File: src/rtl/mask_result_monitor.sv
// Checks the VHDL and Verilog mask results against each other on every valid sample.
// It counts samples and mismatches, keeps a sticky error flag and captures the first failing sample.
module mask_result_monitor #(
  parameter int WIDTH       = 16,
  parameter int WARMUP      = 4,
  parameter int CNT_W       = 16,
  parameter int STOP_ON_ERR = 0
) (
  input  logic             clk,
  input  logic             rst,
  input  logic             clear,
  input  logic             in_valid,
  input  logic [WIDTH-1:0] a,
  input  logic [WIDTH-1:0] o_vhdl,
  input  logic [WIDTH-1:0] o_verilog,
  output logic             err,
  output logic             halted,
  output logic             active,
  output logic [CNT_W-1:0] sample_cnt,
  output logic [CNT_W-1:0] err_cnt,
  output logic [CNT_W-1:0] cap_idx,
  output logic [WIDTH-1:0] cap_a,
  output logic [WIDTH-1:0] cap_diff
);

  typedef enum logic [1:0] {
    ST_WARM = 2'd0,
    ST_RUN  = 2'd1,
    ST_HALT = 2'd2
  } state_t;

  localparam state_t           START     = (WARMUP == 0) ? ST_RUN : ST_WARM;
  localparam int               WW        = (WARMUP > 1) ? $clog2(WARMUP) : 1;
  localparam logic [WW-1:0]    WARM_LAST = WW'((WARMUP > 0) ? WARMUP - 1 : 0);
  localparam logic [CNT_W-1:0] CNT_MAX   = '1;

  state_t           r_state;
  state_t           w_next;
  logic [WW-1:0]    r_warm;
  logic             r_err;
  logic [CNT_W-1:0] r_sample_cnt;
  logic [CNT_W-1:0] r_err_cnt;
  logic [CNT_W-1:0] r_cap_idx;
  logic [WIDTH-1:0] r_cap_a;
  logic [WIDTH-1:0] r_cap_diff;
  logic             w_mismatch;
  logic             w_take;

  // in_valid alone qualifies a/o_vhdl/o_verilog; there is no backpressure, every valid beat is consumed.
  assign w_mismatch = (o_vhdl != o_verilog);

  always_ff @(posedge clk or posedge rst) begin
    if (rst) r_state <= START;
    else     r_state <= w_next;
  end

  always_comb begin
    w_next = r_state;
    w_take = 1'b0;
    if (clear) begin
      w_next = START;
    end else begin
      case (r_state)
        ST_WARM: if (r_warm == WARM_LAST) w_next = ST_RUN;
        ST_RUN: begin
          if (in_valid) begin
            w_take = 1'b1;
            if (w_mismatch && (STOP_ON_ERR != 0)) w_next = ST_HALT;
          end
        end
        ST_HALT: w_next = ST_HALT;
        default: w_next = START;
      endcase
    end
  end

  always_ff @(posedge clk or posedge rst) begin
    if (rst)                       r_warm <= '0;
    else if (clear)                r_warm <= '0;
    else if (r_state == ST_WARM)   r_warm <= r_warm + 1'b1;
  end

  // Captures are armed only while the sticky flag is clear, so the first mismatch wins.
  always_ff @(posedge clk or posedge rst) begin
    if (rst) begin
      r_err        <= 1'b0;
      r_sample_cnt <= '0;
      r_err_cnt    <= '0;
      r_cap_idx    <= '0;
      r_cap_a      <= '0;
      r_cap_diff   <= '0;
    end else if (clear) begin
      r_err        <= 1'b0;
      r_sample_cnt <= '0;
      r_err_cnt    <= '0;
      r_cap_idx    <= '0;
      r_cap_a      <= '0;
      r_cap_diff   <= '0;
    end else if (w_take) begin
      if (r_sample_cnt != CNT_MAX) r_sample_cnt <= r_sample_cnt + 1'b1;
      if (w_mismatch) begin
        if (r_err_cnt != CNT_MAX) r_err_cnt <= r_err_cnt + 1'b1;
        r_err <= 1'b1;
        if (!r_err) begin
          r_cap_idx  <= r_sample_cnt;
          r_cap_a    <= a;
          r_cap_diff <= o_vhdl ^ o_verilog;
        end
      end
    end
  end

  assign err        = r_err;
  assign halted     = (r_state == ST_HALT);
  assign active     = (r_state == ST_RUN);
  assign sample_cnt = r_sample_cnt;
  assign err_cnt    = r_err_cnt;
  assign cap_idx    = r_cap_idx;
  assign cap_a      = r_cap_a;
  assign cap_diff   = r_cap_diff;

endmodule

File: config.mk
export PLATFORM = sky130hd
export DESIGN_NAME = mask_result_monitor
export DESIGN_NICKNAME = d
export VERILOG_FILES = /design/src/rtl/mask_result_monitor.sv
export SDC_FILE = /design/constraint.sdc
export NUM_CORES = 1
export LEC_CHECK = 0
export BUFFER_PORTS_ARGS = -buffer_cell sky130_fd_sc_hd__clkbuf_2
export CORE_ASPECT_RATIO = 0.7
export CORE_UTILIZATION = 52
export CTS_CLUSTER_DIAMETER = 100
export CTS_CLUSTER_SIZE = 24
export DETAILED_ROUTE_END_ITERATION = 6
export PLACE_DENSITY = 0.79
export SYNTH_ARGS = -nofsm -noshare
export SYNTH_HDL_FRONTEND = slang
export SYNTH_SLANG_ARGS = --single-unit
File: constraint.sdc
create_clock -name clk -period 3.6 [get_ports clk]
set_input_delay 0.54 -clock clk [delete_from_list [all_inputs] [get_ports clk]]
set_output_delay 0.54 -clock clk [all_outputs]
set_load 0.03 [all_outputs]
# Word level (Yosys, flattened, before mapping)
# Cells that the tools add are included.
# totals
ff_bits,85
in_bits,52
out_inout_bits,83
wordCells,62
# classes
add_sub_neg,3
n_eq_ne,9
muxes,30
bitwise_logic,1
n_reduce_logical,11
# ops
op,n
$mux 16,19
$add 16x1->16 const B,2
$ne 16x16->1 const B,2
$ne 16x16->1,1
$xor 16x16->16,1
$reduce_bool 2->1,5
$mux 2,4
$mux 1,6
$pmux 2 s3,1
$reduce_and 2->1,3
$reduce_and 3->1,2
$eq 2x2->1 const B,2
$ne 2x2->1 const B,2
$ne 3x3->1 const B,1
$add 2x1->2 const B,1
$eq 2x1->1 const B,1
$logic_not 2->1,1

# Depth between registers and ports, before layout
# logic_depth
depth_word,5
mapped_depth,7

# Worst setup path before layout
# Ideal clock, no wire load.
# synth_timing
kind,register to register
from,register r_sample_cnt[0] (netlist: sample_cnt[0])
to,register r_sample_cnt[3] (netlist: sample_cnt[3])
setup_ns,0.125
arrival_ns,1.984
t_required_ns,3.475
path_slack_ns,1.492
stages_incl_launch_ff,7
path_buffers,0
cell_sequence,dfrtp_1 ha_1 nand3_1 nor3_1 a21oi_1 nand4_1 mux2_2
# synth_via
elab_chain_len,4
elab_cells_between_ends,7
# synth_rtl
item,line_no,rtl
from (decl),41,logic [CNT_W-1:0] r_sample_cnt;
from (signal assigned),100,if (r_sample_cnt != CNT_MAX) r_sample_cnt <= r_sample_cnt + 1'b1;
$add 16x1->16,100,
$mux 16,100,
$mux 16,99,end else if (w_take) begin
$mux 16,92,end else if (clear) begin
# Parallel ways exist; a longest one is shown, timed or not. The select of a mux whose other input is x is not followed.
# A chain may end at the register's enable or synchronous reset.

# Worst setup path in the final report
# layout_timing
from,input port o_verilog[9]
to,register r_cap_diff[13] (netlist: cap_diff[13])
# layout_via
elab_chain_len,3
# layout_rtl
item,line_no,rtl
from (decl),15,"input logic [WIDTH-1:0] o_verilog,"
$ne 16x16->1,50,assign w_mismatch = (o_vhdl != o_verilog);
$reduce_bool 2->1 (no line),--,
$reduce_and 3->1 (no line),--,
to (signal assigned),107,r_cap_diff <= o_vhdl ^ o_verilog;
to (decl),45,logic [WIDTH-1:0] r_cap_diff;
# No other way between the ends.

==> results.md <==
* Reg power frac at 45.8%
* Vias at 4286
* CTS Sinks at 85
* Pre-antenna DRT Iters at 5
* Crit. End Element: flip-flop
* Postcts setup bufs at 0
* Synthesized area at 0.00452 mm²
* Synthesized area per cell at 9.87 µm²
* Die X at 113 µm
* Max-slew headroom at 43.4%
* Clock Tree Buf Depth at 2
* Worst min path class: input port to asynchronous set/reset pin
* Pint at 1.66 mW
* # diodes at 0
* Synth Net Count at 513
* Starting Density at 53.5%
* Leakage at 2.64 nW
* Max-cap violations at 0
* Final-report hold violation count at 0
* Fmax at 0.410 GHz
* Post-Synth Adder-Cell Area at 0.830%
* Final ANT Viol Nets at 0
* Drt wl/cell at 17.3 µm
* GRT Overall Usage at 27.8%
* Sw frac at 26.6%
* Worst-path maximum fanout at 21
* Drt total wl at 12200 µm
* Final Power at 2.26 mW
* DRC viols at 0
* Pin count of the biggest net entering global routing at 37
* Tcrit/Tclk final at 67.8%
* Number of CTS-inserted buffers at 9
* RSZ-0062 raised after global routing: false
* Clk pwr share at 40.8%
* Data arrival time of the critical path at 2710 ps
* Setup Skew at 5.21 ps
* Critical path class: input port to flip-flop
* Data required, critical path at 3870 ps
* Main synth FF type: dfrtp_1
* YS warnings at 0
* Worst Setup Start Kind: input port
* Worst reg2reg endpoint: err_cnt[14]
* Gr ovfl total at 0
* Post-CTS Hold Buffers at 0
* Setup crit end: cap_diff[13]
* Share of cells above drive strength 1 at 29.9%
* Slew Limit Fails at 0
* Post-synth EDFFs at 0
* NetSw at 603 µW
* Die area at 0.00908 mm²
* Area delta synth->final at 23.9%
* Routability congestion estimate from global placement at 0.909
* Ys async rst share at 100%
* Mux contribution to synthesized area at 0.941%
* Power Density at 404 mW/mm²
* #FFs+latches synth at 85
* Net count, final at 639
* Worst-path clk slew at 60 ps
* Comb power frac at 13.4%
* CTS tree: yes
* Iteration-0 DRC Markers at 380
* First-pass GRT wire length at 19600 µm
* VDD IR max at 0.000258 V
* Startpoint of the worst register-to-register path: err_cnt[0]
* Slew at the pin closest to its max-slew limit at 841 ps
* Vias in the first global route at 3914
* Reg2reg setup slack at 1260 ps
* Initial antenna violation count at 0
* Row count at 28
* Post-CTS sizing at 0
* Synth unique cells at 60
* Main combinational cell family by area after synthesis: compound AO/OA/AOI/OAI gates
* Fin crit period at 2440 ps
* Root buffer cell: clkbuf_16
* Run status: completed
* Final TNS setup at 0 ps
* Crit path from: o_verilog[9]
* Simple-Gate Fraction of Synth Area at 20.1%
* Worst R2R Path Depth at 6
* PortBufs at 134
* Post-Synth XOR/XNOR Area at 5.04%
* Min Hold Slack at 188 ps
* Vias per cell at 6.05
* Core ar. at 0.00844 mm²
* Compound-Gate Fraction of Synth Area at 21.7%
* Clock Latency Late Sink at 330 ps
* Final HPWL DP at 8600 µm
* Post-Synthesis Cells at 458
* # setup viols final at 0
* IO Count at 135
* Die Height at 80.0 µm
* Register area share after synthesis at 47.1%
* CTS H-tree depth at 3
## cell usage in the layout, fill, tap and decap left out, types with 5 or more instances in the layout
cell type,n
clkbuf_2,134
a21oi_1,8
nand2_1,20
and2_1,29
nor3_1,11
a31oi_1,29
a211oi_1,5
inv_1,9
clkbuf_16,9
nand4_1,10
o2bb2ai_1,15
o211ai_1,8
o21ai_0,26
a22o_1,11
nand3_1,39
xnor2_1,22
nor2_1,21
buf_4,12
dfrtp_1,85
a2111oi_0,5
a221o_1,5
## final cells by class
class	count	area, µm²
timing repair buffer	146	761
multi-input combinational	332	2220
tap	120	150
clock buffer	11	253
inverter	10	38.8
sequential	85	2130
fill	694	2840
clock inverter	4	47.5
## through the flow
| stage | instance area [µm²] | utilization, % | std cells | setup slack [ps] |
|---|---|---|---|---|
| after detailed placement | 5300 | 62.8 | 693 | 841 |
| final | 5600 | 66.3 | 708 | 1160 |
| after floorplan | 4520 | - | 458 | 867 |
| after CTS | 5600 | 66.3 | 708 | 1180 |
| after global placement | 5300 | 62.8 | 693 | 927 |
| after global routing | 5600 | 66.3 | 708 | 1030 |
## worst min-delay path by stage
stage                startpoint          end  cells past startpoint
CTS                         rst     cap_a[9]                      2
finish                      rst     cap_a[9]                      2
global route                rst     cap_a[9]                      2
detailed placement  cap_diff[8]  cap_diff[8]                      1
floorplan            r_state[1]   r_state[0]                      1
global placement    cap_diff[7]  cap_diff[7]                      1
## Yosys cell counts (all sizes together), types with 3 or more instances
library cell	n	share of area, %
a21o	4	0.66
and2	29	4.0
a31oi	29	4.0
xor2	4	0.77
o2bb2ai	15	2.9
or2	3	0.42
a21oi	8	0.89
ha	3	0.83
buf	19	2.5
nor4	3	0.55
o211ai	8	1.3
a211oi	5	0.83
nand2	20	1.7
dfrtp	85	47
a221o	5	1.1
nand4	10	1.4
nand3	39	4.3
o21ai	29	3.4
a22o	11	2.1
and3	4	0.55
clkbuf	12	1.0
inv	10	0.83
nor2	22	2.2
a2111oi	6	1.2
and4	4	0.77
o41ai	3	0.58
o31ai	3	0.50
nor2b	4	0.55
xnor2	22	4.3
nor3	12	1.3
## routing by layer
| metal | GRT usage, % | wire, µm |
|---|---|---|
| met5 | 0 | 0 |
| met4 | 7.89 | 148 |
| met3 | 6.68 | 954 |
| met2 | 42.6 | 5610 |
| met1 | 39.2 | 5530 |
## sequential cells by signal, summed over array words and instances (netlist names)
register and flops:
cap_a 16, cap_diff 16, cap_idx 16, err_cnt 16, sample_cnt 16, r_state 2
r_warm 2, err 1
## power groups by stage
stage / combinational, mW / clock (mW) / sequential [mW]
6_report: 0.304 / 0.923 / 1.04
5_1_grt: 0.330 / 0.978 / 1.04
3_3_place_gp: 0.299 / 0 / 1.05
4_1_cts: 0.305 / 0.940 / 1.03
3_5_place_dp: 0.304 / 0 / 1.05
2_1_floorplan: 0.143 / 0 / 1.10
## cells by family after synthesis
logic type | after synthesis
multiplexers | 4
adder cells (fa/ha/maj) | 3
AND/OR/NAND/NOR | 163
buffers and inverters | 41
flip-flops | 85
XOR/XNOR | 26
AO/OA/AOI/OAI | 136
## worst max-delay path, cell delays in order
cell,delay (ps)
clkbuf_2,90
xnor2_1,210
nand4_1,220
or4_1,800
o22ai_4,600
a22o_1,230
Note: power is estimated with default switching activity, not from simulation.
